<file path="config.mk">
export PLATFORM = sky130hd
export DESIGN_NAME = score_counter_display
export DESIGN_NICKNAME = d
export VERILOG_FILES = /design/src/rtl/score_counter_display.sv
export SDC_FILE = /design/constraint.sdc
export NUM_CORES = 1
export LEC_CHECK = 0
export BUFFER_PORTS_ARGS = -buffer_cell sky130_fd_sc_hd__buf_2
export CORE_MARGIN = 2
export CORE_UTILIZATION = 58
export CTS_BUF_LIST = sky130_fd_sc_hd__clkbuf_4 sky130_fd_sc_hd__clkbuf_8 sky130_fd_sc_hd__clkbuf_16
export DETAILED_ROUTE_END_ITERATION = 10
export MAX_ROUTING_LAYER = met4
export PLACE_DENSITY = 0.88
export SYNTH_ARGS = -nofsm -noshare
export SYNTH_HDL_FRONTEND = slang
export SYNTH_SLANG_ARGS = --single-unit
</file>
<file path="constraint.sdc">
create_clock -name Clk -period 4.87 [get_ports Clk]
set_input_delay 0.2435 -clock Clk [delete_from_list [all_inputs] [get_ports Clk]]
set_output_delay 0.2435 -clock Clk [all_outputs]
set_load 0.005 [all_outputs]
</file>
<file path="src/rtl/score_counter_display.sv">
// N-digit BCD score accumulator with a valid/ready increment port and a
// registered sprite-ROM overlay (optional label glyph plus one glyph per digit).
module score_counter_display #(
    parameter int DIGITS        = 4,
    parameter int DIGIT_W       = 20,
    parameter int DIGIT_H       = 25,
    parameter int X_POS         = 180,
    parameter int Y_POS         = 16,
    parameter int LABEL_EN      = 1,
    parameter int LABEL_INDEX   = 11,
    parameter int BLANK_LEADING = 1,
    parameter int ADDR_W        = 15
) (
    input  logic                  Clk,
    input  logic                  Reset,
    input  logic                  Clear,
    input  logic                  Add_Valid,
    input  logic [7:0]            Add_Value,
    output logic                  Add_Ready,
    input  logic [8:0]            PixelX,
    input  logic [8:0]            PixelY,
    output logic [4*DIGITS-1:0]   Score_BCD,
    output logic                  Saturated,
    output logic                  is_obj,
    output logic [ADDR_W-1:0]     Obj_address
);

    localparam int          SW       = 4 * DIGITS;
    localparam logic [31:0] GLYPH_SZ = 32'(DIGIT_W * DIGIT_H);
    localparam logic [31:0] DIGIT_X0 = 32'(X_POS + LABEL_EN * DIGIT_W);
    localparam logic [31:0] Y_TOP    = 32'(Y_POS);
    localparam logic [31:0] Y_BOT    = 32'(Y_POS + DIGIT_H);
    localparam logic [31:0] GLYPH_WU = 32'(DIGIT_W);

    typedef enum logic {
        S_IDLE = 1'b0,
        S_STEP = 1'b1
    } state_t;

    state_t          r_state;
    state_t          w_state_next;
    logic [7:0]      r_remaining;
    logic [7:0]      w_remaining_next;
    logic [SW-1:0]   r_score;
    logic [SW-1:0]   w_score_next;
    logic [SW-1:0]   w_score_inc;
    logic [SW-1:0]   r_snapshot;
    logic [DIGITS:0] w_carry;
    logic            w_all_nines;
    logic            w_accept;

    // ------------------------------------------------------------------
    // BCD +1 with full carry ripple; the final carry-out means all nines.
    // ------------------------------------------------------------------
    assign w_carry[0] = 1'b1;

    generate
        for (genvar gi = 0; gi < DIGITS; gi++) begin : g_bcd
            logic [3:0] w_digit;
            assign w_digit          = r_score[4*gi +: 4];
            assign w_carry[gi+1]    = w_carry[gi] && (w_digit == 4'd9);
            assign w_score_inc[4*gi +: 4] = !w_carry[gi]       ? w_digit :
                                            (w_digit == 4'd9)  ? 4'd0    :
                                                                 w_digit + 4'd1;
        end
    endgenerate

    assign w_all_nines = w_carry[DIGITS];
    assign Add_Ready   = (r_state == S_IDLE);
    assign w_accept    = Add_Valid && Add_Ready && !Clear;
    assign Score_BCD   = r_score;
    assign Saturated   = w_all_nines;

    // ------------------------------------------------------------------
    // Accumulator FSM
    // ------------------------------------------------------------------
    always_ff @(posedge Clk or posedge Reset) begin
        if (Reset) begin
            r_state     <= S_IDLE;
            r_remaining <= 8'd0;
            r_score     <= '0;
        end else begin
            r_state     <= w_state_next;
            r_remaining <= w_remaining_next;
            r_score     <= w_score_next;
        end
    end

    always_comb begin
        w_state_next     = r_state;
        w_remaining_next = r_remaining;
        w_score_next     = r_score;
        if (Clear) begin
            // Clear outranks everything, including a request offered this cycle.
            w_state_next     = S_IDLE;
            w_remaining_next = 8'd0;
            w_score_next     = '0;
        end else begin
            case (r_state)
                S_IDLE: begin
                    if (w_accept && (Add_Value != 8'd0)) begin
                        w_remaining_next = Add_Value;
                        w_state_next     = S_STEP;
                    end
                end
                S_STEP: begin
                    if (!w_all_nines) begin
                        w_score_next = w_score_inc;
                    end
                    w_remaining_next = r_remaining - 8'd1;
                    if (r_remaining == 8'd1) begin
                        w_state_next = S_IDLE;
                    end
                end
                default: begin
                    w_state_next = S_IDLE;
                end
            endcase
        end
    end

    // ------------------------------------------------------------------
    // Display snapshot, taken once per frame at the origin pixel
    // ------------------------------------------------------------------
    always_ff @(posedge Clk or posedge Reset) begin
        if (Reset) begin
            r_snapshot <= '0;
        end else if ((PixelX == 9'd0) && (PixelY == 9'd0)) begin
            r_snapshot <= r_score;
        end
    end

    // ------------------------------------------------------------------
    // Pixel decode
    // ------------------------------------------------------------------
    logic [31:0]       w_x;
    logic [31:0]       w_y;
    logic              w_in_rows;
    logic [31:0]       w_row_base;
    logic              w_label_hit;
    logic [ADDR_W-1:0] w_label_addr;
    logic [DIGITS-1:0] w_dig_hit;
    logic [DIGITS-1:0] w_dig_blank;
    logic [ADDR_W-1:0] w_dig_addr [DIGITS];
    logic              w_obj_next;
    logic [ADDR_W-1:0] w_addr_next;
    logic              r_is_obj;
    logic [ADDR_W-1:0] r_obj_address;

    assign w_x        = {23'd0, PixelX};
    assign w_y        = {23'd0, PixelY};
    assign w_in_rows  = (w_y >= Y_TOP) && (w_y < Y_BOT);
    assign w_row_base = (w_y - Y_TOP) * GLYPH_WU;

    generate
        if (LABEL_EN != 0) begin : g_label
            localparam logic [31:0] LABEL_LEFT = 32'(X_POS);
            localparam logic [31:0] LABEL_BASE = 32'(LABEL_INDEX * DIGIT_W * DIGIT_H);
            assign w_label_hit  = w_in_rows && (w_x >= LABEL_LEFT) &&
                                  (w_x < LABEL_LEFT + GLYPH_WU);
            assign w_label_addr = ADDR_W'(w_x - LABEL_LEFT + w_row_base + LABEL_BASE);
        end else begin : g_no_label
            assign w_label_hit  = 1'b0;
            assign w_label_addr = '0;
        end
    endgenerate

    // w_lead_zero[j] is set when digit columns 0..j (most significant first) are all zero.
    logic [DIGITS-2:0] w_lead_zero;

    generate
        for (genvar gi = 0; gi < DIGITS; gi++) begin : g_digit
            localparam logic [31:0] LEFT = DIGIT_X0 + 32'(gi * DIGIT_W);
            logic [3:0] w_glyph;
            assign w_glyph        = r_snapshot[4*(DIGITS-1-gi) +: 4];
            assign w_dig_hit[gi]  = w_in_rows && (w_x >= LEFT) && (w_x < LEFT + GLYPH_WU);
            assign w_dig_addr[gi] = ADDR_W'(w_x - LEFT + w_row_base +
                                            {28'd0, w_glyph} * GLYPH_SZ);
            if (gi < DIGITS - 1) begin : g_lead
                if (gi == 0) begin : g_first
                    assign w_lead_zero[gi] = (w_glyph == 4'd0);
                end else begin : g_rest
                    assign w_lead_zero[gi] = w_lead_zero[gi-1] && (w_glyph == 4'd0);
                end
                assign w_dig_blank[gi] = (BLANK_LEADING != 0) && w_lead_zero[gi];
            end else begin : g_lsd
                assign w_dig_blank[gi] = 1'b0;
            end
        end
    endgenerate

    // Regions never overlap, so at most one branch below fires.
    always_comb begin
        w_obj_next  = 1'b0;
        w_addr_next = '0;
        if (w_label_hit) begin
            w_obj_next  = 1'b1;
            w_addr_next = w_label_addr;
        end
        for (int i = 0; i < DIGITS; i++) begin
            if (w_dig_hit[i] && !w_dig_blank[i]) begin
                w_obj_next  = 1'b1;
                w_addr_next = w_dig_addr[i];
            end
        end
    end

    always_ff @(posedge Clk or posedge Reset) begin
        if (Reset) begin
            r_is_obj      <= 1'b0;
            r_obj_address <= '0;
        end else begin
            r_is_obj      <= w_obj_next;
            r_obj_address <= w_addr_next;
        end
    end

    assign is_obj      = r_is_obj;
    assign Obj_address = r_obj_address;

endmodule

</file>
* After elaboration in Yosys (flattened, before gate mapping)
Index checks and enable logic that the tools add are counted.
Operators by class: reductions and logical operators 41, order comparisons 12, eq/ne operators 7, add/sub/neg operators 21, bitwise operators 1, multipliers 5, multiplexer cells 27
Operators with widths (count):
- 15-bit adder | 5
- 15-bit two-way mux | 5
- 15-bit by 13-bit adder with 15-bit output | 4
- 16-bit two-way mux | 3
- 4-bit by 7-bit multiplier with 11-bit output (second input constant) | 4
- 9-bit by 8-bit subtractor with 10-bit output (second input constant) | 4
- 9-bit by 8-bit >= comparator with 1-bit output (second input constant) | 4
- 32-bit by 3-bit multiplier with 13-bit output (second input constant) | 1
- 4-bit two-way mux | 7
- 9-bit by 8-bit < comparator with 1-bit output (second input constant) | 3
- 1-bit logical AND | 23
- 9-bit logical NOT | 2
- 9-bit < comparator (second input constant) | 2
- 4-bit by 1-bit adder with 4-bit output (second input constant) | 4
- 4-bit equality test (second input constant) | 4
- 8-bit two-way mux | 2
- 8-bit case mux with 2 select lines | 1
- 15-bit by 13-bit adder with 15-bit output (second input constant) | 1
- 4-bit logical NOT | 3
- 9-bit by 5-bit subtractor with 10-bit output (second input constant) | 1
- 9-bit by 9-bit subtractor with 10-bit output (second input constant) | 1
- 9-bit by 5-bit >= comparator with 1-bit output (second input constant) | 1
- 9-bit >= comparator (second input constant) | 1
- 9-bit by 6-bit < comparator with 1-bit output (second input constant) | 1
- 12 further kinds | 27
Word-level totals: input port bits 30, flip-flop bits (word level) 57, logic and storage cells 123, output and inout port bits 34

* Logic depth before layout (Yosys ltp)
Gate-level depths: netlist of run 1.
word-level depth 9, mapped depth 23, depth with buffers taken out 23

* Least setup slack after synthesis of run 1
No wires, ideal clock.
path type register to register, from register r_snapshot[14], to register r_obj_address[14], in the netlist Obj_address[14], arrival time 4.962 ns, stages on the path, launching flop included 21, required time 4.744 ns, library setup time 0.126 ns, path buffers 0, path slack -0.219 ns, period minus slack after synthesis 5.089 ns, cell sequence dfrtp_1 > fa_1 > inv_1 > fa_1 > inv_1 > ha_1 > a21oi_1 > o21bai_1 > a21oi_1 > o21ai_0 > xnor2_1 > fa_1 > inv_1 > ha_1 > and3_1 > a211o_1 > a21o_1 > a21oi_1 > xnor2_1 > a221o_1 > a311o_1
Between the ends: word-level cells in the longest chain between the ends 7
Ends and longest elaborated chain:
- start: declaration | RTL line 47 | logic [SW-1:0] r_snapshot;
- start signal: assignment | RTL line 129 | r_snapshot <= r_score;
- branches (longest 5 deep; another with 15-bit by 13-bit adder with 15-bit output)
- 15-bit two-way mux * (2 in series) | RTL line 201 | if (w_dig_hit[i] && !w_dig_blank[i]) begin
- net w_addr_next[14] | RTL line 146 | logic [ADDR_W-1:0] w_addr_next;
- end signal: assignment | RTL line 214 | r_obj_address <= w_addr_next;
- end: declaration | RTL line 148 | logic [ADDR_W-1:0] r_obj_address;
Mark *: on every way through the listed nets, which the timed path passes. A chain may end at the register's enable or synchronous reset.

* Worst setup path after layout of run 1
from register r_snapshot[9], to register r_obj_address[14], in the netlist Obj_address[14]
Between the ends: word-level cells in the longest chain between the ends 7
Ends and longest elaborated chain (RTL line):
- branches (longest 5 deep; another with 15-bit by 13-bit adder with 15-bit output)
- 15-bit two-way mux * (2 in series) | 201
- net w_addr_next[14] | 146
Marked as above.

==> results.toml, run 1 <==
[floorplanning]
dieArea_um2 = 18200
start_util = 0.596
die_w_um = 135
io_pins = 64
die_h_um = 135
num_rows = 47
core_area_um2 = 16600

[global_routing]
grt_pass1_vias = 8383
grt_max_degree = 41
grt_pass1_wl_um = 41300
gr-total-overflow = 0
grt_use_total = 0.298
grt_antenna_before_repair = 1

[yosys]
synth.net_count = 1438
avgSynthCellArea_um2 = 8.58
synth_ff_type = "dfrtp_1"
syn_area_um2 = 9920
synth_edf_count = 0
yosysSeqAreaShare = 0.144
yosysWarnings = 0
synth-async-reset-ratio = 1.00
ys_ff_latch = 57
ys_types = 70
synth_cells = 1156

[route]
dr_total_vias = 8677
drtAntennaViolNets = 0
drc_errors = 0
dr.pass1.iters = 5
routedWlPerCell_um = 17.4
drtIter0Drc = 550
drt_wl_total_um = 26100
viasPerCell = 5.78

[clock_tree]
cts_buffers = 9
cts_tree = "yes"
clock-root-buffer = "clkbuf_16"
clk_latency_ns = 0.34
htreeDepth = 3
clock_path_buffers = 2
clkSinkCount = 57
clk_pin_slew_worst_paths_ns = 0.06

[worst_setup_path]
required_ns = 5.09
crit_top_cell = "ha_1"
cp-start-kind = "flip-flop"
ff2ff_path_depth = 21
cp_top_family = "adder cells"
crit_fanout = 5
path_class = "flip-flop to flip-flop"
slowest_stage = "fa_1"
cp_data_arrival_time_ns = 5.35
end_kind = "flip-flop"
timing.rr.start = "r_snapshot[9]$_DFFE_PP0P_"
timing.rr.end = "Obj_address[14]$_DFF_PP0_"
cpPeakStageDelay_ns = 0.50
crit_buf_inv = 3
rrSetupSlack_ns = -0.26
path_cells = "buf_4 -> ha_1 -> ha_1 -> ha_1 -> fa_1 -> a21o_1 -> a21oi_2 -> inv_1 -> a21oi_2 -> o21ai_1 -> xnor2_1 -> fa_1 -> inv_2 -> ha_4 -> nand3_1 -> nand2_1 -> a41o_1 -> o41a_1 -> nand2_1 -> nand3b_1 -> a311o_1"

[sta]
slew-limit-headroom = 0.207
fmax_mhz = 195
finalSetupViolCount = 4
finalWorstSetupSlack_ns = -0.264
rsz0062_at_grt = "true"
holdWs_ns = 0.139
worst_pin_slew_ns = 1.18
period_share = 1.05
min_period_ns = 5.13
hold_viol = 0
fin_skew_ns = 0.00908
maxSlewViolCount = 0
fin_setup_tns_ns = -0.315

[min_path]
hp-class = "input port to flip-flop"
hold_path_end = "Obj_address[0]$_DFF_PP0_"
holdPathStages = 2
worstHoldStart = "PixelX[0]"

[place]
port_buffers = 63
dp_cells = 1479
gp_congestion = 0.967
hpwl_um = 20200
place_area_um2 = 10900

[power_and_ir_drop]
pwr-share-seq = 0.146
irDropWorstVdd_v = 0.000231
switchingPower_w = 0.00164
p_int_w = 0.00201
pwr-share-clk = 0.185
p_leak_nw = 5.86
power.density_nw_per_um2 = 319
switching_share = 0.448
p_total_w = 0.00365
p_comb_frac = 0.669

[cells_and_area]
syn2layout_area_growth_pct = 15.2
final_nets = 1558
finalInstanceArea_um2 = 11400
instances_no_fill = 1502
drive_gt1_frac = 0.158
fillers = 1251

[status]
violations = "negative setup slack"
status = "finished with violations"

[job]
cap_violations = 0
area by class of cell:
type / count / area, um2 / area share
repair buffers: 132 / 836 / 0.0731
diodes: 1 / 2.50 / 0.000219
multi-input cells: 869 / 7790 / 0.682
flip-flops and latches: 57 / 1430 / 0.125
well taps: 220 / 275 / 0.0241
clock buffers: 11 / 253 / 0.0221
clock inverters: 5 / 62.6 / 0.00547
inverters: 207 / 777 / 0.0680
through the flow:
step | setup WS, ns | util
after floorplan | 0.00578 | -
after global placement | 0.0115 | 0.656
after detailed placement | -0.0792 | 0.656
after CTS | -0.00675 | 0.679
after global routing | -0.364 | 0.687
final | -0.264 | 0.687
cell usage after synthesis, drive strengths merged (3+ instances only):
library cell | number | area, um2
inv | 206 | 773
ha | 174 | 2180
a21oi | 84 | 424
fa | 78 | 1560
nand2 | 71 | 267
o21ai | 67 | 335
xnor2 | 67 | 594
dfrtp | 57 | 1430
nor2 | 56 | 210
xor2 | 47 | 412
a21o | 26 | 195
nor3 | 20 | 111
nor2b | 16 | 100
clkbuf | 15 | 56.3
nand3 | 12 | 60.1
nand2b | 11 | 68.8
a221oi | 9 | 78.8
and3 | 9 | 56.3
a211oi | 8 | 60.1
a31oi | 8 | 50.1
buf | 8 | 40.0
o21bai | 7 | 52.6
or3 | 7 | 43.8
a22oi | 6 | 45.0
mux2i | 6 | 60.1
nor4 | 6 | 37.5
o211ai | 6 | 50.1
o21a | 6 | 45.0
a211o | 5 | 43.8
a41oi | 5 | 51.3
nand3b | 5 | 37.5
or2 | 5 | 31.3
a21boi | 4 | 33.8
nand4 | 3 | 18.8
o22ai | 3 | 18.8
o31ai | 3 | 22.5
cells in the final DEF (no fill, tap or decap), types with 15 or more instances in the layout:
cell / Yosys / routed
nor3_1: 19 / 18
nor2b_1: 16 / 15
nor2_1: 56 / 56
a21o_1: 26 / 26
xor2_1: 47 / 47
o21ai_0: 60 / 56
dfrtp_1: 57 / 53
buf_4: 1 / 68
fa_1: 78 / 77
xnor2_1: 66 / 65
nand2_1: 71 / 71
buf_2: 5 / 63
inv_1: 205 / 199
ha_1: 174 / 169
a21oi_1: 83 / 70
worst register-to-register path, delay by kind of cell, from the launching register on:
family	cells	cell delay (ns)
and+or+nand+nor	4	0.33
AOI/OAI and AO/OA	7	1.58
adders and majority gates	6	1.98
xor gates and xnor gates	1	0.34
buffers and inverters	3	0.35
DFF	1	0.43
state kept, by name, indices dropped and copies added (netlist names):
name and cells:
r_remaining 8, is_obj 1, Obj_address 15, r_state 1, Score_BCD 16, r_snapshot 16
worst max path at each step:
stage,slack [ns],cells past startpoint,end,startpoint
after floorplan,0.006,20,Obj_address[14]$_DFF_PP0_,r_snapshot[14]$_DFFE_PP0P_
after global placement,0.01,20,Obj_address[14]$_DFF_PP0_,r_snapshot[14]$_DFFE_PP0P_
after detailed placement,-0.08,20,Obj_address[14]$_DFF_PP0_,r_snapshot[14]$_DFFE_PP0P_
after CTS,-0.007,19,Obj_address[14]$_DFF_PP0_,r_snapshot[14]$_DFFE_PP0P_
after global routing,-0.36,21,Obj_address[14]$_DFF_PP0_,r_snapshot[11]$_DFFE_PP0P_
final,-0.26,21,Obj_address[14]$_DFF_PP0_,r_snapshot[9]$_DFFE_PP0P_
logic make-up (layout without fill, tap and decap cells):
kind of cell / after synthesis / after routing / synth area share
buffers and inverters: 230 / 355 / 0.0880
AO/OA/AOI/OAI: 265 / 265 / 0.169
AND/OR/NAND/NOR: 231 / 231 / 0.114
XOR/XNOR: 114 / 114 / 0.101
multiplexers: 7 / 7 / 0.00719
other: 0 / 1 / 0
adder cells (fa/ha/maj): 252 / 252 / 0.377
flip-flops: 57 / 57 / 0.144
routing by layer:
| layer | track usage | vias up | wire, um |
|---|---|---|---|
| li1 | - | 4104 | - |
| met1 | 0.373 | 4117 | 10800 |
| met2 | 0.470 | 365 | 12100 |
| met3 | 0.0586 | 91 | 2060 |
| met4 | 0.131 | 0 | 1230 |
| met5 | - | - | 0 |
power groups by stage:
stage	Clock [W]	Combinational (W)	Sequential, W
2_1_floorplan	0	0.00172	0.000533
3_3_place_gp	0	0.00219	0.000539
3_5_place_dp	0	0.00227	0.000542
4_1_cts	0.000684	0.00233	0.000533
5_1_grt	0.000695	0.00270	0.000538
6_report	0.000675	0.00244	0.000534
repair_timing:
action                                 4_1_cts  5_1_grt
setup buffers                                2        3
gates cloned                                 0        0
pin swaps                                    5       28
gates resized for setup                      5       29
endpoints found under the hold margin       17        0
hold buffers                                 1        0
setup endpoints to repair                    2        5
Power figures use the tool's default switching activity.
==> run 2, diff against run 1 <==
Settings changed: ABC_AREA set to 1.
==> run 2 against run 1 <==
Net effect: the run still ends with negative setup slack left; highest routed layer unchanged; register-to-register slack better by 0.26 ns; non-clock buffer count is 31 lower; first-iteration DRC count is 63% higher; total power is 3.9% lower.
==> results.toml, run 2 <==
[status]
status = "finished with violations"
violations = "negative setup slack"

[worst_setup_path]
timing.rr.end = "Obj_address[13]$_DFF_PP0_"
cp_data_arrival_time_ns = 5.15
rrSetupSlack_ns = -0.004
crit_fanout = 5
ff2ff_path_depth = 26
end_kind = "flip-flop"
required_ns = 5.15
path_class = "flip-flop to flip-flop"
timing.rr.start = "r_snapshot[11]$_DFFE_PP0P_"
cp-start-kind = "flip-flop"

[floorplanning]
io_pins = 64
start_util = 0.588
die_h_um = 139
core_area_um2 = 17900
die_w_um = 139
dieArea_um2 = 19300
num_rows = 49

[cells_and_area]
drive_gt1_frac = 0.150
syn2layout_area_growth_pct = 12.6
layout_common_cells = "inv_1 (263), nand2_1 (206), ha_1 (164), a21oi_1 (91), fa_1 (75)"
final_nets = 1762
fillers = 1493
instances_no_fill = 1714
regArea_um2 = 1430
antennaDiodeCount = 0
final_common_cell = "inv_1"
multiInputGateArea_um2 = 8130

[power_and_ir_drop]
irDropWorstVdd_v = 0.000275
power.density_nw_per_um2 = 296
p_leak_nw = 6.40

[clock_tree]
clkSinkCount = 57
clock-root-buffer = "clkbuf_16"
clock_path_buffers = 2
cts_tree = "yes"
clk_latency_ns = 0.35
htreeDepth = 3
cts_buffers = 9
clk_pin_slew_worst_paths_ns = 0.06

[route]
drtAntennaViolNets = 0
drc_errors = 0
dr_total_vias = 9809
dr.pass1.iters = 5
routedWlPerCell_um = 17.6
drtIter0Drc = 898
viasPerCell = 5.72
drt_wl_total_um = 30100

[yosys]
synth_top_family_by_area = "adder cells"
yosysSeqAreaShare = 0.135
synth_top_area_share = 0.207
yosys.area_share.simple = 0.180
synth_most_common_cell = "inv_1"
synth.net_count = 1666
synth_area_leader_cell = "ha_1"
synth-async-reset-ratio = 1.00
synthAdderAreaFrac = 0.355
synth_compound_area_frac = 0.142
synthXorXnorAreaFrac = 0.0707
synth_mux_area_frac = 0.000950
yosys-top-cells-area = "ha_1 (21%), fa_1 (15%), dfrtp_1 (14%)"
synth_cells = 1384
synth_edf_count = 0
ys_ff_latch = 57
ys_types = 57
avgSynthCellArea_um2 = 7.61
yosysWarnings = 0
yosys-top-cells-count = "inv_1 (270), nand2_1 (212), ha_1 (174)"
synth_ff_type = "dfrtp_1"
syn_area_um2 = 10500

[place]
dp_cells = 1689
dp_slack_ns = -0.0972
port_buffers = 63
hpwl_um = 23900
gp_congestion = 1.02

[job]
cap_violations = 0

[sta]
fin_setup_tns_ns = -0.00353
fin_skew_ns = 0.0140
min_period_ns = 4.87
maxSlewViolCount = 0
period_share = 1.00
finalSetupViolCount = 1
hold_viol = 0
finalWorstSetupSlack_ns = -0.00353
rsz0062_at_grt = "true"
worst_pin_slew_ns = 1.15
fmax_mhz = 205
slew-limit-headroom = 0.234

[min_path]
hp-class = "input port to asynchronous set/reset pin"

[global_routing]
grt_pass1_wl_um = 47100
grt_antenna_before_repair = 0
grt_max_degree = 58
grt_use_total = 0.315
grt_pass1_vias = 9487
gr-total-overflow = 0
[run 2: cell count changes after synthesis, sizes merged, moves of 9 or more]
cell / previous run / this run
nand4: 3 / 20
and3: 9 / 0
inv: 206 / 287
a21o: 26 / 6
nand2b: 11 / 0
nor2: 56 / 80
nand2: 71 / 226
a21oi: 84 / 109
nand3: 12 / 75
clkbuf: 15 / 5
xnor2: 67 / 33
nor2b: 16 / 0
o21ai: 67 / 89
[run 2: worst max-delay path, cell delays in order, from the launching register on]
cell      delay (ns)
dfrtp_1         0.41
fa_1            0.61
inv_2           0.05
fa_1            0.52
inv_2           0.06
ha_4            0.23
a21oi_2         0.14
nand2_2         0.09
a21oi_2         0.13
nor2_1          0.05
nor2_1          0.18
buf_4           0.15
xnor2_1         0.21
fa_1            0.48
inv_1           0.10
ha_4            0.23
a21oi_1         0.12
o21a_1          0.12
nand2_1         0.10
nand2_1         0.08
nand2_1         0.07
a21oi_1         0.16
xor2_1          0.16
nand2_1         0.07
nand3_1         0.08
o211ai_1        0.10
nand2_1         0.09
[run 2: timing repair]
action / CTS / global route
setup endpoints to repair: 2 / 6
resized for setup: 8 / 55
setup buffers: 2 / 7
pin swaps: 10 / 46
endpoints found under the hold margin: 0 / 0
hold buffers: 0 / 0
[run 2: metal layers]
metal | GRT usage | part of all wire
met5 | - | 0
met4 | 0.108 | 0.032
met3 | 0.0459 | 0.085
met2 | 0.510 | 0.47
met1 | 0.408 | 0.41
[run 2: worst max path at each step]
stage | start | endpoint | slack (ns) | depth (start not counted)
6_report | r_snapshot[11]$_DFFE_PP0P_ | Obj_address[13]$_DFF_PP0_ | -0.004 | 26
3_3_place_gp | r_snapshot[9]$_DFFE_PP0P_ | Obj_address[14]$_DFF_PP0_ | 0.07 | 28
3_5_place_dp | r_snapshot[9]$_DFFE_PP0P_ | Obj_address[14]$_DFF_PP0_ | -0.1 | 28
4_1_cts | r_snapshot[13]$_DFFE_PP0P_ | Obj_address[13]$_DFF_PP0_ | 0.01 | 28
5_1_grt | r_snapshot[11]$_DFFE_PP0P_ | Obj_address[14]$_DFF_PP0_ | -0.26 | 30
2_1_floorplan | r_snapshot[14]$_DFFE_PP0P_ | Obj_address[14]$_DFF_PP0_ | 0.26 | 29
[run 2: layout make-up]
cell class              instances  area share
clock buffers                  10      0.0201
well taps                     229      0.0242
clock inverters                 6     0.00749
inverters                     287      0.0921
flip-flops and latches         57       0.120
repair buffers                101      0.0509
multi-input cells            1024       0.685
[run 2: per-stage QoR]
stage / util / power, W / hold slack, ns / cell area [um2]
2_1_floorplan: - / 0.00210 / 0.340 / 10500
3_3_place_gp: 0.627 / 0.00259 / 0.487 / 11200
3_5_place_dp: 0.627 / 0.00264 / 0.506 / 11200
4_1_cts: 0.649 / 0.00337 / 0.136 / 11600
5_1_grt: 0.663 / 0.00378 / 0.148 / 11900
6_report: 0.663 / 0.00351 / 0.102 / 11900
[run 2: power breakdown]
group | leakage [nW] | switching, W | internal, W
logic | 5.46 | 0.00139 | 0.000868
registers | 0.779 | 0.0000371 | 0.000507
clock network | 0.155 | 0.000243 | 0.000462
[run 2: cells by family after synthesis]
kind of cell | Yosys count
DFF | 57
muxes | 1
AOI/OAI and AO/OA | 263
buffers and inverters | 303
adders and majority gates | 252
xor gates and xnor gates | 85
and+or+nand+nor | 423
